$ cat src/rtl/ctrl_pkg.sv
// rtl/ctrl_pkg.sv - state, opcode and control-field encodings for the multicycle controller
package ctrl_pkg;

  typedef enum logic [3:0] {
    S_FETCH   = 4'd0,
    S_DECODE  = 4'd1,
    S_MEMADR  = 4'd2,
    S_MEMRD   = 4'd3,
    S_MEMWB   = 4'd4,
    S_MEMWR   = 4'd5,
    S_EXEC    = 4'd6,
    S_RCOMPL  = 4'd7,
    S_BRANCH  = 4'd8,
    S_JUMP    = 4'd9,
    S_ADDI_EX = 4'd10,
    S_ADDI_WB = 4'd11,
    S_TRAP    = 4'd12,
    S_IDLE    = 4'd15
  } stateT;

  localparam logic [5:0] OP_R    = 6'b000000;
  localparam logic [5:0] OP_LW   = 6'b100011;
  localparam logic [5:0] OP_SW   = 6'b101011;
  localparam logic [5:0] OP_BEQ  = 6'b000100;
  localparam logic [5:0] OP_BNE  = 6'b000101;
  localparam logic [5:0] OP_J    = 6'b000010;
  localparam logic [5:0] OP_ADDI = 6'b001000;

  localparam logic [1:0] ALU_ADD   = 2'b00;
  localparam logic [1:0] ALU_SUB   = 2'b01;
  localparam logic [1:0] ALU_FUNCT = 2'b10;

  localparam logic [1:0] PC_ALU    = 2'b00;
  localparam logic [1:0] PC_ALUOUT = 2'b01;
  localparam logic [1:0] PC_JUMP   = 2'b10;
  localparam logic [1:0] PC_EXC    = 2'b11;

  localparam logic [1:0] SRCB_B      = 2'b00;
  localparam logic [1:0] SRCB_FOUR   = 2'b01;
  localparam logic [1:0] SRCB_IMM    = 2'b10;
  localparam logic [1:0] SRCB_IMM_SH = 2'b11;

  typedef struct packed {
    logic       pcWrite;
    logic       pcWriteCond;
    logic       branchNe;
    logic       iOrD;
    logic       memRead;
    logic       memWrite;
    logic       memToReg;
    logic       regWrite;
    logic       regDst;
    logic [1:0] pcSource;
    logic [1:0] aluOp;
    logic       aluSrcA;
    logic [1:0] aluSrcB;
    logic       illegalOp;
  } ctrlT;

  // Moore strobes for a state; the FETCH ir_write/pc_write pair is qualified by mem_ready outside.
  function automatic ctrlT decodeCtrl(stateT s, logic isBne);
    ctrlT c;
    c = '0;
    case (s)
      S_FETCH: begin
        c.memRead = 1'b1;
        c.aluSrcB = SRCB_FOUR;
      end
      S_DECODE:  c.aluSrcB = SRCB_IMM_SH;
      S_MEMADR: begin
        c.aluSrcA = 1'b1;
        c.aluSrcB = SRCB_IMM;
      end
      S_MEMRD: begin
        c.memRead = 1'b1;
        c.iOrD    = 1'b1;
      end
      S_MEMWB: begin
        c.regWrite = 1'b1;
        c.memToReg = 1'b1;
      end
      S_MEMWR: begin
        c.memWrite = 1'b1;
        c.iOrD     = 1'b1;
      end
      S_EXEC: begin
        c.aluSrcA = 1'b1;
        c.aluOp   = ALU_FUNCT;
      end
      S_RCOMPL: begin
        c.regWrite = 1'b1;
        c.regDst   = 1'b1;
      end
      S_BRANCH: begin
        c.aluSrcA     = 1'b1;
        c.aluOp       = ALU_SUB;
        c.pcWriteCond = 1'b1;
        c.pcSource    = PC_ALUOUT;
        c.branchNe    = isBne;
      end
      S_JUMP: begin
        c.pcWrite  = 1'b1;
        c.pcSource = PC_JUMP;
      end
      S_ADDI_EX: begin
        c.aluSrcA = 1'b1;
        c.aluSrcB = SRCB_IMM;
      end
      S_ADDI_WB: c.regWrite = 1'b1;
      S_TRAP: begin
        c.pcWrite   = 1'b1;
        c.pcSource  = PC_EXC;
        c.illegalOp = 1'b1;
      end
      default: c = '0;
    endcase
    return c;
  endfunction

endpackage

$ cat src/rtl/ctrl_dispatch.sv
// rtl/ctrl_dispatch.sv - opcode lookup for the DECODE and MEMADR next states
module ctrl_dispatch
  import ctrl_pkg::*;
#(
  parameter int OP_W    = 6,
  parameter int TRAP_EN = 1
) (
  input  logic [OP_W-1:0] op,
  output stateT           decodeNext,
  output stateT           memAdrNext
);

  always_comb begin
    decodeNext = (TRAP_EN != 0) ? S_TRAP : S_FETCH;
    if (op == OP_W'(OP_LW) || op == OP_W'(OP_SW))
      decodeNext = S_MEMADR;
    else if (op == OP_W'(OP_R))
      decodeNext = S_EXEC;
    else if (op == OP_W'(OP_BEQ) || op == OP_W'(OP_BNE))
      decodeNext = S_BRANCH;
    else if (op == OP_W'(OP_J))
      decodeNext = S_JUMP;
    else if (op == OP_W'(OP_ADDI))
      decodeNext = S_ADDI_EX;
  end

  assign memAdrNext = (op == OP_W'(OP_LW)) ? S_MEMRD : S_MEMWR;

endmodule

$ cat src/rtl/multicycle_ctrl_fsm.sv
// rtl/multicycle_ctrl_fsm.sv - multicycle datapath controller with memory wait and opcode trap
module multicycle_ctrl_fsm
  import ctrl_pkg::*;
#(
  parameter int OP_W     = 6,
  parameter int MEM_WAIT = 1,
  parameter int TRAP_EN  = 1
) (
  input  logic            clk,
  input  logic            reset_n,
  input  logic [OP_W-1:0] op,
  input  logic            mem_ready,
  output logic            pc_write,
  output logic            pc_write_cond,
  output logic            branch_ne,
  output logic            i_or_d,
  output logic            mem_read,
  output logic            mem_write,
  output logic            ir_write,
  output logic            mem_to_reg,
  output logic            reg_write,
  output logic            reg_dst,
  output logic [1:0]      pc_source,
  output logic [1:0]      alu_op,
  output logic            alu_src_a,
  output logic [1:0]      alu_src_b,
  output logic            illegal_op,
  output logic [3:0]      state
);

  stateT stateQ;
  stateT nextState;
  stateT decodeNext;
  stateT memAdrNext;
  ctrlT  ctrlQ;
  logic  rdy;
  logic  isBne;
  logic  fetchGo;

  ctrl_dispatch #(
    .OP_W    (OP_W),
    .TRAP_EN (TRAP_EN)
  ) uDispatch (
    .op         (op),
    .decodeNext (decodeNext),
    .memAdrNext (memAdrNext)
  );

  assign rdy   = mem_ready || (MEM_WAIT == 0);
  assign isBne = (op == OP_W'(OP_BNE));

  always_comb begin
    nextState = S_FETCH;
    case (stateQ)
      S_IDLE:    nextState = S_FETCH;
      S_FETCH:   nextState = rdy ? S_DECODE : S_FETCH;
      S_DECODE:  nextState = decodeNext;
      S_MEMADR:  nextState = memAdrNext;
      S_MEMRD:   nextState = rdy ? S_MEMWB : S_MEMRD;
      S_MEMWB:   nextState = S_FETCH;
      S_MEMWR:   nextState = rdy ? S_FETCH : S_MEMWR;
      S_EXEC:    nextState = S_RCOMPL;
      S_RCOMPL:  nextState = S_FETCH;
      S_BRANCH:  nextState = S_FETCH;
      S_JUMP:    nextState = S_FETCH;
      S_ADDI_EX: nextState = S_ADDI_WB;
      S_ADDI_WB: nextState = S_FETCH;
      S_TRAP:    nextState = S_FETCH;
      default:   nextState = S_FETCH;
    endcase
  end

  // Strobes are registered from the next state so they line up with stateQ; the async
  // reset clears them together with the state, which drops an in-flight mem_write at once.
  always_ff @(posedge clk or negedge reset_n) begin
    if (!reset_n) begin
      stateQ <= S_IDLE;
      ctrlQ  <= '0;
    end else begin
      stateQ <= nextState;
      ctrlQ  <= decodeCtrl(nextState, isBne);
    end
  end

  assign fetchGo = (stateQ == S_FETCH) && rdy;

  assign ir_write      = fetchGo;
  assign pc_write      = ctrlQ.pcWrite | fetchGo;
  assign pc_write_cond = ctrlQ.pcWriteCond;
  assign branch_ne     = ctrlQ.branchNe;
  assign i_or_d        = ctrlQ.iOrD;
  assign mem_read      = ctrlQ.memRead;
  assign mem_write     = ctrlQ.memWrite;
  assign mem_to_reg    = ctrlQ.memToReg;
  assign reg_write     = ctrlQ.regWrite;
  assign reg_dst       = ctrlQ.regDst;
  assign pc_source     = ctrlQ.pcSource;
  assign alu_op        = ctrlQ.aluOp;
  assign alu_src_a     = ctrlQ.aluSrcA;
  assign alu_src_b     = ctrlQ.aluSrcB;
  assign illegal_op    = ctrlQ.illegalOp;
  assign state         = stateQ;

endmodule

$ cat config.mk
export PLATFORM = sky130hd
export DESIGN_NAME = multicycle_ctrl_fsm
export DESIGN_NICKNAME = d
export VERILOG_FILES = /design/src/rtl/ctrl_pkg.sv /design/src/rtl/ctrl_dispatch.sv /design/src/rtl/multicycle_ctrl_fsm.sv
export SDC_FILE = /design/constraint.sdc
export NUM_CORES = 1
export LEC_CHECK = 0
export BUFFER_PORTS_ARGS = -buffer_cell sky130_fd_sc_hd__buf_2
export CORE_MARGIN = 10
export CORE_UTILIZATION = 45
export DETAILED_ROUTE_END_ITERATION = 8
export GPL_ROUTABILITY_DRIVEN = 0
export HOLD_SLACK_MARGIN = 0.08
export PLACE_DENSITY = 0.83
export SYNTH_ARGS = -nofsm -noshare
export SYNTH_HDL_FRONTEND = slang
export SYNTH_SLANG_ARGS = --single-unit
$ cat constraint.sdc
create_clock -name clk -period 1.9 [get_ports clk]
set_input_delay 0 -clock clk [delete_from_list [all_inputs] [get_ports clk]]
set_output_delay 0 -clock clk [all_outputs]
set_load 0.01 [all_outputs]
---- Yosys cells after proc, flatten, opt, wreduce, memory -nomap -nowiden ----
Cells that the tools add are included.
storage, ports and cells
  ROM bits ................................ 0
  memory bits (writable) .................. 0
  word-level logic and storage cells ...... 75
  bits of input ports ..................... 9
  output and inout port bits .............. 22
  memories kept ........................... 0
  flip-flop bits (word level) ............. 21
  latch bits .............................. 0
operators by class
  add/subtract/negate cells ............... 0
  magnitude comparators ................... 0
  equal/unequal tests ..................... 24
  reductions and logical operators ........ 12
  bitwise operators ....................... 1
  mux-type cells .......................... 23
  div/mod/pow operators ................... 0
  multipliers ............................. 0
  shift-type cells ........................ 0
operators by type and width
  cell                  number
  $pmux W4 S7           1
  $eq A4 B3 Y1 const B  6
  $eq A4 B4 Y1 const B  6
  $eq A4 B2 Y1 const B  4
  $mux W4               4
  $eq A6 B3 Y1 const B  2
  $eq A6 B6 Y1 const B  2
  $mux W3               4
  $pmux W2 S3           2
  $mux W1               10
  $eq A4 B1 Y1 const B  2
  $logic_not A4 Y1      2
  $reduce_or A2 Y1      4
  $eq A6 B2 Y1 const B  1
  $eq A6 B4 Y1 const B  1
  $logic_not A6 Y1      1
  $pmux W2 S2           1
  $reduce_or A4 Y1      1
  $reduce_or A3 Y1      1
  $logic_or A1 B1 Y1    2
  $mux W2               1
  $logic_and A1 B1 Y1   1
  $or A1 B1 Y1          1

---- Depth between registers and ports, before layout ----
Gate-level depths: netlist (run 1).
  word-level depth ........................ 10
  gate-level depth with buffers ........... 8
  mapped depth without buffers ............ 6

---- By module ----
A second synthesis (run 1) with hierarchy kept.
second synthesis, totals
  cells, all modules ...................... 115
  area total of the unflattened synthesis .. 1,186.1 um^2
modules (own cells, without submodules)
  module               times used  cells each  sequential area each (um^2)  area an instance (um^2)
  multicycle_ctrl_fsm  1           95          505.5                        1,057.3
  ctrl_dispatch        1           20          0.0                          128.9

---- Least setup slack after synthesis (run 1) ----
No wires, ideal clock.
  path kind ............................... register -> register
  start ................................... register stateQ[0], in the netlist state[0]
  end ..................................... register ctrlQ (netlist bit mem_read)
  stages on the path, launching flop included .. 6
  clock period less this slack ............ 2.139 ns
  data required time ...................... 1.793 ns
  data arrival time ....................... 2.032 ns
  setup time .............................. 0.107 ns
  path buffers ............................ 1
  setup slack ............................. -0.239 ns
  cell sequence ........................... dfstp_2 > or4b_1 > buf_2 > a2111o_1 > and3_4 > a2111oi_4
between the ends
  cells in the longest elaborated chain, start to end .. 5
  elaborated cells on any way between the ends .. 12
  classes of those cells .................. eq/ne: 7; mux: 2; reduce/logical: 3
RTL lines
  item                                                     RTL line                   source
  start: declaration                                       multicycle_ctrl_fsm.sv:31  stateT stateQ;
  start signal: assignment                                 multicycle_ctrl_fsm.sv:80  stateQ <= nextState;
  $eq A4 B4 Y1, or another cell as far along               multicycle_ctrl_fsm.sv:54  case (stateQ)
  $pmux W4 S7 *                                            multicycle_ctrl_fsm.sv:54
  $eq A4 B2 Y1 / $logic_not A4 Y1 (equally long branches)  ctrl_pkg.sv:64             case (s)
  $reduce_or A2 Y1 (no line) *                             n/a
  $mux W1 *                                                ctrl_pkg.sv:64
  end signal: assignment                                   multicycle_ctrl_fsm.sv:81  ctrlQ <= decodeCtrl(nextState, isBne);
  end: declaration                                         multicycle_ctrl_fsm.sv:35  ctrlT ctrlQ;
Every way passes the cells marked *; elsewhere a longest branch is shown, timed or not.

---- Worst setup path after layout (run 1) ----
  start ................................... register stateQ[0], in the netlist state[0]
  end ..................................... register ctrlQ (netlist bit i_or_d)
between the ends
  cells in the longest elaborated chain, start to end .. 5
  elaborated cells on any way between the ends .. 12
  classes of those cells .................. eq/ne: 8; mux: 2; reduce/logical: 2
RTL lines
  item                                                 RTL line                   source
  $eq A4 B4 Y1, or another cell as far along           multicycle_ctrl_fsm.sv:54
  $pmux W4 S7 *                                        multicycle_ctrl_fsm.sv:54
  net nextState[0]                                     multicycle_ctrl_fsm.sv:32  stateT nextState;
  $eq A4 B3 Y1 / $eq A4 B2 Y1 (equally long branches)  ctrl_pkg.sv:64
  $reduce_or A2 Y1 (no line) *                         n/a
  $mux W1 *                                            ctrl_pkg.sv:64
Mark *: on every way through the listed nets, which the timed path passes. The rest lies on a longest branch.

==> results.py, run 1 <==
metrics = {
    "run_status": {
        "status": "finished, violations left",
        "violations": "setup timing",
    },
    "floorplanning": {
        "fp.dieH_um": 69.3,
        "core_um2": 2250,
        "ios": 31,
        "num_rows": 17,
        "die_w_um": 69.3,
        "start_util_pct": 48.6,
        "dieArea_um2": 4810,
    },
    "critical_path": {
        "critPathRequiredTime_ns": 2.12,
        "critPathTopFamily": "compound AO/OA/AOI/OAI gates",
        "cp_slowest_cell": "dfstp_2",
        "critPathKind": "reg2reg",
        "crit_arrival_ns": 2.24,
        "cpMostUsedCell": "buf_4",
        "startpoint_type": "flip-flop",
        "worstSetupEndpointType": "flip-flop",
        "worstPathMaxFanout": 6,
        "critPathBufInv": 2,
        "cpPeakStageDelay_ns": 0.56,
        "crit_path_cell_trace": "or3b_4, buf_4, o211ai_1, buf_4, a22oi_2, a311oi_2",
    },
    "final_layout": {
        "area_growth_pct": 55.8,
        "final_util_pct": 75.6,
        "largest_reg_flops": 4,
        "layout.nets": 174,
        "final_area_um2": 1710,
        "filler_cell_count": 156,
        "antenna_cells": 0,
        "drive_above_1_share_pct": 61.6,
        "multi_input_area_um2": 624,
        "seq_area_um2": 505,
    },
    "cts": {
        "cts.sinks": 20,
        "htree_num_levels": 1,
        "clk_latency_ns": 0.31,
        "clockBufferDepth": 2,
        "cts_buffers": 3,
        "cts_tree": "built",
        "path_clk_slew_ns": 0.12,
        "cts-root-buf": "clkbuf_4",
    },
    "timing": {
        "timing.fmax_ghz": 0.494,
        "hold_violations": 0,
        "rsz0062_at_grt": "true",
        "drv_slew": 0,
        "worstMarginPinSlew_ns": 0.437,
        "clock_skew_ns": 0.00999,
        "worst_slack_ns": -0.124,
        "finalCritPeriodShare_pct": 107,
        "finalSetupViolCount": 12,
        "finalCriticalPeriod_ns": 2.02,
        "relSlewSlack_pct": 70.9,
        "holdWs_ns": 0.119,
        "tns_ns": -0.859,
    },
    "synth": {
        "syn-cell-area_um2": 1090,
        "yosysWarnings": 0,
        "syn_nets": 113,
        "yosysUniqueCellTypes": 45,
        "synth-seq-cells": 20,
        "async_flop_share_pct": 100,
        "syn_inst": 104,
        "ys.flop_type": "dfrtp_1",
        "synth_edf_count": 0,
        "yosysSeqAreaShare_pct": 46.2,
        "syn-mean-instance-area_um2": 10.5,
    },
    "power_and_ir_drop": {
        "combPwrFrac_pct": 62.3,
        "switching_share_pct": 39.0,
        "switching_power_mw": 0.906,
        "p_int_mw": 1.42,
        "p_leak_nw": 0.805,
        "worst_ir_drop_vdd_v": 0.000786,
        "clkPwrFrac_pct": 10.9,
        "p_seq_share_pct": 26.9,
        "power_density_nw_per_um2": 1360,
    },
    "route": {
        "drc": 0,
        "via_count": 1072,
        "ant_nets": 0,
        "wl_per_cell_um": 17.2,
        "routed_wl_um": 3300,
        "avgViaCountPerCell": 5.58,
        "first_iter_violations": 62,
        "dr.pass1.iters": 4,
    },
    "global_routing": {
        "grt_max_degree": 21,
        "antenna_found_initial": 0,
        "grt_pass1_vias": 1072,
        "grt_pass1_wl_um": 5260,
        "overflow": 0,
        "grt_usage_pct": 12.9,
    },
    "place": {
        "dpl.hpwl_um": 2290,
        "portBuffers": 30,
        "pre_cts_slack_ns": -0.141,
        "placed_cell_area_um2": 1440,
    },
    "job": {
        "maxCapViolCount": 0,
    },
    "hold_path": {
        "hold_class": "in2reg",
    },
}
[placed cells by master (no fill, tap or decap), types with 3 or more instances in the layout]
cell	netlist	layout
buf_2	3	30
dfstp_2	4	4
clkbuf_4	0	3
o21ai_0	6	4
nand2b_1	3	3
dlygate4sd3_1	0	6
buf_4	6	30
nor3_1	3	3
dfrtp_1	16	16
nor3b_1	4	4
inv_2	1	3
nand2_1	5	4
[layout make-up]
cell class,count,share of cell area [%]
multi-input combinational,66,36.6
sequential,20,29.6
timing repair buffer,69,28.0
clock buffer,4,2.13
tap,28,2.05
inverter,5,1.54
[synthesized netlist by cell type, types with 2 or more instances]
cell type	count	area, um^2
nor2_1	4	15.0
a21o_1	2	15.0
nor2b_1	2	12.5
nand2_1	5	18.8
or4_1	2	15.0
nor3b_1	4	30.0
a211oi_1	2	15.0
dfrtp_1	16	400
o21ai_0	6	30.0
nor3_1	3	15.0
or3_1	2	12.5
inv_1	3	11.3
nand2b_1	3	18.8
nor4b_1	5	43.8
o22ai_1	3	18.8
buf_2	3	15.0
buf_4	6	45.0
dfstp_2	4	105
clkbuf_1	3	11.3
[power groups by stage]
stage | Combinational (mW) | Clock [mW] | Sequential [mW]
6_report | 1.45 | 0.252 | 0.625
2_1_floorplan | 0.669 | 0 | 0.669
3_3_place_gp | 1.10 | 0 | 0.626
5_1_grt | 1.55 | 0.271 | 0.645
4_1_cts | 1.27 | 0.247 | 0.623
3_5_place_dp | 1.14 | 0 | 0.630
[stage by stage]
| stage | power [mW] | instances |
|---|---|---|
| 6_report | 2.32 | 192 |
| 4_1_cts | 2.14 | 188 |
| 3_3_place_gp | 1.73 | 175 |
| 5_1_grt | 2.46 | 192 |
| 2_1_floorplan | 1.34 | 104 |
| 3_5_place_dp | 1.77 | 175 |
[layer usage]
layer  vias up  wire (um)  GRT usage [%]
li1        503          -              -
met1       516       1510           15.9
met2        45       1490           19.8
met3         8        206           3.42
met4         0         89           6.87
met5         -          0              0
[logic make-up after synthesis]
group / synth area share, %
compound gates: 19.0
flops: 46.2
buf+inv: 9.37
simple gates: 25.5
[worst paths after layout]
| path | depth (start not counted) | start | to | slack [ns] |
|---|---|---|---|---|
| max | 6 | state[0] | i_or_d | -0.12 |
| min | 4 | op[2] | alu_op[1] | 0.12 |
| max reg2reg | 6 | state[0] | i_or_d | -0.12 |
| min reg2reg | 3 | state[0] | mem_to_reg | 0.69 |
| max in group asynchronous | 2 | reset_n | state[0] | 1.41 |
| min in group asynchronous | 2 | reset_n | mem_read | 0.15 |
[tightest hold or removal path, delay by kind of cell]
kind                   cells  cell delay (ns)
AND/OR/NAND/NOR            2             0.10
AO/OA/AOI/OAI              1             0.10
buffers and inverters      1             0.20
[timing repair]
item | CTS | global route
hold endpoints to repair | 22 | 2
hold buffers | 5 | 1
setup endpoints to repair | 13 | 14
gates resized for setup | 11 | 18
setup buffers | 4 | 4
pin swaps | 8 | 5
(Power assumes the default switching activity.)
==> run 2, diff against run 1 <==
--- a/config.mk
+++ b/config.mk
@@ -10,8 +10,8 @@
 export CORE_UTILIZATION = 45
 export DETAILED_ROUTE_END_ITERATION = 8
 export GPL_ROUTABILITY_DRIVEN = 0
-export HOLD_SLACK_MARGIN = 0.08
 export PLACE_DENSITY = 0.83
+export REMOVE_ABC_BUFFERS = 1
 export SYNTH_ARGS = -nofsm -noshare
 export SYNTH_HDL_FRONTEND = slang
 export SYNTH_SLANG_ARGS = --single-unit
==> run 2 against run 1 <==
The run still ends with setup timing left. Setup slack got worse by 0.088 ns. Register-to-register slack worse by 0.09 ns. Utilization down 1.5 points. Worst hold slack worse by 0.089 ns. Clock skew rose by 0.0042 ns. Non-clock buffer count fell by 2. Global-route usage rose by 1.5 points. Design area shrank 2.0%. Critical path depth unchanged. Die area stayed put.
==> results.py, run 2 (same netlist as run 1, synthesis figures left out) <==
metrics = {
    "timing": {
        "timing.fmax_ghz": 0.473,
        "worst_slack_ns": -0.212,
        "rsz0062_at_grt": "true",
        "finalCritPeriodShare_pct": 111,
        "worstMarginPinSlew_ns": 0.702,
        "clock_skew_ns": 0.0142,
        "holdWs_ns": 0.0299,
        "hold_violations": 0,
        "finalSetupViolCount": 16,
        "finalCriticalPeriod_ns": 2.11,
        "relSlewSlack_pct": 52.6,
        "drv_slew": 0,
    },
    "floorplanning": {
        "die_w_um": 69.3,
        "dieArea_um2": 4810,
        "ios": 31,
        "core_um2": 2250,
        "fp.dieH_um": 69.3,
        "start_util_pct": 48.6,
        "num_rows": 17,
    },
    "power_and_ir_drop": {
        "p_leak_nw": 0.792,
        "power_density_nw_per_um2": 1440,
        "worst_ir_drop_vdd_v": 0.000902,
        "fin_total_pwr_mw": 2.41,
    },
    "hold_path": {
        "hold_start": "op[1]",
        "hold_class": "in2reg",
        "hold_path_end": "branch_ne",
        "hold_path_depth": 4,
    },
    "final_layout": {
        "mostFrequentLayoutCells": "30 x buf_2, 29 x buf_4, 16 x dfrtp_1",
        "drive_above_1_share_pct": 62.3,
        "antenna_cells": 0,
        "layout.nets": 172,
        "area_growth_pct": 52.7,
        "largest_reg_flops": 4,
        "final_common_cell": "buf_2",
    },
    "route": {
        "via_count": 1089,
        "drc": 0,
        "routed_wl_um": 3740,
        "ant_nets": 0,
        "first_iter_violations": 39,
        "dr.pass1.iters": 4,
        "avgViaCountPerCell": 5.73,
        "wl_per_cell_um": 19.7,
    },
    "critical_path": {
        "rr_startpoint": "state[0]",
        "worstSetupEndpointType": "flip-flop",
        "worstPathMaxFanout": 5,
        "r2r_end": "pc_source[1]",
        "crit_arrival_ns": 2.30,
        "ff2ff_path_depth": 6,
        "r2r_slack_ns": -0.21,
        "startpoint_type": "flip-flop",
        "critPathKind": "reg2reg",
        "critPathRequiredTime_ns": 2.08,
        "crit_start": "state[0]",
    },
    "run_status": {
        "violations": "setup timing",
        "status": "finished, violations left",
    },
    "global_routing": {
        "grt_pass1_wl_um": 5840,
        "overflow": 0,
        "grt_max_degree": 21,
        "antenna_found_initial": 0,
        "grt_usage_pct": 14.4,
        "grt_pass1_vias": 1156,
    },
    "place": {
        "dpl.hpwl_um": 2230,
        "portBuffers": 30,
    },
    "cts": {
        "clk_latency_ns": 0.30,
        "cts.sinks": 20,
        "cts-root-buf": "clkbuf_4",
        "path_clk_slew_ns": 0.13,
        "htree_num_levels": 1,
        "clockBufferDepth": 2,
        "cts_tree": "built",
        "cts_buffers": 3,
    },
    "job": {
        "maxCapViolCount": 0,
    },
}
==> run 2: cell count changes in the layout (fill, tap and decap cells not counted), moves of 2 or more <==
cell and delta:
a211oi_1 +2, a211oi_2 -2, buf_6 +4, dlygate4sd3_1 -4, nor3_1 -2, nor4b_1 +3
nor4b_2 -2, o22ai_1 -2, o22ai_2 +2
==> run 2: stage by stage <==
step	area (um^2)	utilization (%)	std cells	setup TNS (ns)	setup slack (ns)
floorplan	1010	-	91	-3.12	-0.307
global placement	1420	62.8	178	-2.18	-0.185
detailed placement	1420	62.8	178	-4.06	-0.334
CTS	1610	71.3	187	-0.772	-0.104
global route	1670	74.1	190	-2.89	-0.269
finish	1670	74.1	190	-2.01	-0.212
==> run 2: how the worst max path moves through the flow <==
stage,slack [ns],to
5_1_grt,-0.27,mem_read
3_3_place_gp,-0.19,mem_read
3_5_place_dp,-0.33,ctrlQ[16]
4_1_cts,-0.10,mem_read
2_1_floorplan,-0.31,mem_read
6_report,-0.21,pc_source[1]
==> run 2: routing by layer <==
metal	share of wire, %	global-route usage [%]	wire [um]	vias to the layer above
li1	-	-	-	494
met1	38	15.7	1420	529
met2	52	24.8	1960	60
met3	7.6	4.14	283	6
met4	2.1	6.87	80	0
met5	0	0	0	-
==> run 2: critical path, cell delays in order, from the launching register on <==
cell,delay [ns]
dfstp_2,0.58
or4b_4,0.49
a2111o_1,0.41
and3_4,0.22
inv_2,0.07
or3_4,0.16
o22ai_2,0.08
==> run 2: timing repair <==
| item | in CTS | in global routing |
|---|---|---|
| hold buffers | 2 | 0 |
| setup endpoints to repair | 16 | 17 |
| buffers inserted | 3 | 3 |
| gates resized for setup | 25 | 10 |
| hold endpoints to repair | 21 | 0 |
| pin swaps | 7 | 7 |
==> run 2: layout make-up <==
cell class / instances / area (um^2)
timing repair buffer: 67 / 455
sequential: 20 / 505
clock buffer: 4 / 36.3
fill: 148 / 583
multi-input combinational: 66 / 616
inverter: 5 / 23.8
tap: 28 / 35.0
==> run 2: power breakdown <==
part | internal, mW | leakage [nW] | total [mW] | switching [mW]
registers | 0.567 | 0.256 | 0.638 | 0.0714
logic | 0.758 | 0.515 | 1.52 | 0.761
clock network | 0.117 | 0.0210 | 0.254 | 0.138
total | 1.44 | 0.792 | 2.41 | 0.971
==> run 3, diff against run 2 <==
--- a/config.mk
+++ b/config.mk
@@ -5,9 +5,11 @@
 export SDC_FILE = /design/constraint.sdc
 export NUM_CORES = 1
 export LEC_CHECK = 0
+export ABC_AREA = 1
 export BUFFER_PORTS_ARGS = -buffer_cell sky130_fd_sc_hd__buf_2
 export CORE_MARGIN = 10
 export CORE_UTILIZATION = 45
+export CTS_CLUSTER_DIAMETER = 150
 export DETAILED_ROUTE_END_ITERATION = 8
 export GPL_ROUTABILITY_DRIVEN = 0
 export PLACE_DENSITY = 0.83
==> run 3 against run 2 <==
The run now ends clean. Synthesized area down 1.4%. Design area fell by 24%. Count of clock-buffer cells in the layout unchanged. First-iteration DRC count decreased by 67%. Setup slack better by 0.53 ns. Cell count is 3.7% higher. Maximum frequency increased by 33%. Synthesized cell count grew 34%. Via count decreased by 17%. Die area is 0.98% lower. Largest power group unchanged. Largest cell class is now flip-flops and latches. Sequential share of layout area increased by 9.4 points. Critical endpoint is now i_or_d. Sequential power shrank 6.6%.
==> results.py, run 3 <==
metrics = {
    "run_status": {
        "status": "finished, final reports clean",
    },
    "cts": {
        "clk_latency_ns": 0.31,
        "cts-root-buf": "clkbuf_4",
        "clockBufferDepth": 2,
        "cts_buffers": 3,
        "path_clk_slew_ns": 0.11,
        "cts_tree": "built",
        "cts-resized-gates": 0,
        "htree_num_levels": 1,
        "cts.sinks": 20,
    },
    "power_and_ir_drop": {
        "power_density_nw_per_um2": 1170,
        "fin_total_pwr_mw": 1.50,
        "worst_ir_drop_vdd_v": 0.000533,
        "p_leak_nw": 0.810,
    },
    "critical_path": {
        "crit_arrival_ns": 1.79,
        "startpoint_type": "flip-flop",
        "critPathRequiredTime_ns": 2.10,
        "worstPathMaxFanout": 6,
        "critPathKind": "reg2reg",
        "r2r_end": "i_or_d",
        "worstSetupEndpointType": "flip-flop",
        "ff2ff_path_depth": 9,
        "r2r_slack_ns": 0.32,
        "rr_startpoint": "state[1]",
    },
    "route": {
        "routed_wl_um": 2320,
        "dr.pass1.iters": 4,
        "avgViaCountPerCell": 4.60,
        "first_iter_violations": 13,
        "via_count": 907,
        "drc": 0,
        "ant_nets": 0,
        "wl_per_cell_um": 11.8,
    },
    "global_routing": {
        "grt_pass1_vias": 924,
        "grt_usage_pct": 10.7,
        "grt_pass1_wl_um": 3950,
        "antenna_found_initial": 0,
        "grt_max_degree": 21,
        "overflow": 0,
    },
    "timing": {
        "clock_skew_ns": 0.00711,
        "tns_ns": 0,
        "rsz0062_at_grt": "false",
        "relSlewSlack_pct": 72.4,
        "finalCritPeriodShare_pct": 83.4,
        "finalSetupViolCount": 0,
        "drv_slew": 0,
        "hold_violations": 0,
        "timing.fmax_ghz": 0.631,
        "finalCriticalPeriod_ns": 1.58,
        "worstMarginPinSlew_ns": 0.414,
        "worst_slack_ns": 0.316,
        "holdWs_ns": 0.0139,
    },
    "floorplanning": {
        "ios": 31,
        "die_w_um": 69.0,
        "num_rows": 17,
        "core_um2": 2250,
        "start_util_pct": 47.9,
        "dieArea_um2": 4760,
        "fp.dieH_um": 69.0,
    },
    "synth": {
        "syn_inst": 139,
        "yosysWarnings": 0,
        "ys.flop_type": "dfrtp_1",
        "yosys.area.top_type": "dfrtp_1",
        "yosys-top-cells-area": "dfrtp_1 37%, dfstp_2 9.7%, nand2_1 7.3%",
        "syn-cell-area_um2": 1080,
        "yosysSeqAreaShare_pct": 46.8,
        "yosysMostFrequentCell": "nand2_1",
        "synth_edf_count": 0,
        "synth_common_cells": "21 x nand2_1, 20 x nor2_1, 19 x inv_1",
        "synth-seq-cells": 20,
        "yosysUniqueCellTypes": 19,
        "async_flop_share_pct": 100,
        "synth.top_cell.area_share_pct": 37.1,
        "syn-mean-instance-area_um2": 7.77,
    },
    "hold_path": {
        "hold_start": "mem_ready",
        "hold_path_depth": 3,
        "hold_path_end": "mem_to_reg",
        "hold_class": "in2reg",
    },
    "job": {
        "maxCapViolCount": 0,
    },
    "final_layout": {
        "drive_above_1_share_pct": 39.6,
        "layout.nets": 179,
        "largest_reg_flops": 4,
        "mostFrequentLayoutCells": "30 x buf_2, 21 x nand2_1, 20 x nor2_1",
        "final_common_cell": "buf_2",
        "area_growth_pct": 18.2,
        "filler_cell_count": 220,
        "antenna_cells": 0,
        "final_util_pct": 56.6,
    },
    "place": {
        "portBuffers": 30,
        "dpl.hpwl_um": 1940,
        "pre_cts_slack_ns": 0.339,
    },
}
[run 3: kinds of logic (layout without fill, tap and decap cells)]
family                 count (synthesis)  in the layout  synth area share, %
and+or+nand+nor                       81             81                 37.0
buffers and inverters                 33             63                 13.6
DFF                                   20             20                 46.8
AOI/OAI and AO/OA                      5              5                 2.66
[run 3: what timing repair did]
item / in CTS / in global routing
hold buffers: 2 / 0
hold endpoints to repair: 21 / 0
setup buffers: 0 / 0
[run 3: where the power goes]
part	switching [mW]	internal (mW)	total (mW)
Combinational	0.426	0.230	0.655
Sequential	0.0464	0.550	0.596
Clock	0.127	0.117	0.244
[run 3: stage by stage]
stage / std cells / cell area [um^2]
2_1_floorplan: 133 / 1030
3_3_place_gp: 191 / 1220
3_5_place_dp: 191 / 1220
4_1_cts: 197 / 1280
5_1_grt: 197 / 1280
6_report: 197 / 1280
[run 3: final cells by class]
cell class / count / area (um^2) / share of cell area (%)
sequential: 20 / 505 / 39.6
timing repair buffer: 32 / 170 / 13.3
tap: 28 / 35.0 / 2.75
inverter: 27 / 101 / 7.94
multi-input combinational: 86 / 428 / 33.5
clock buffer: 4 / 36.3 / 2.84
[run 3: routing by layer]
layer / share of wire, % / track usage [%] / vias up / wire [um]
li1: - / - / 477 / -
met4: 2.9 / 6.16 / 0 / 67
met3: 8.0 / 1.61 / 5 / 186
met1: 41 / 11.5 / 397 / 951
met2: 48 / 19.4 / 28 / 1110
met5: 0 / 0 / - / 0
[run 3: critical path: stages (launching register included)]
cell	delay [ns]
dfstp_2	0.59
inv_2	0.05
nor2_2	0.15
nand2_1	0.12
nor2_1	0.15
nor2_2	0.08
nand2_2	0.13
nor2_1	0.07
nand2_1	0.09
nand2_1	0.05
[run 3: worst max path at each step]
stage | depth (start not counted) | to | from
floorplan | 9 | i_or_d | state[1]
finish | 9 | i_or_d | state[1]
global route | 9 | i_or_d | state[1]
global placement | 9 | i_or_d | state[1]
detailed placement | 9 | i_or_d | state[1]
CTS | 5 | pc_write | state[1]
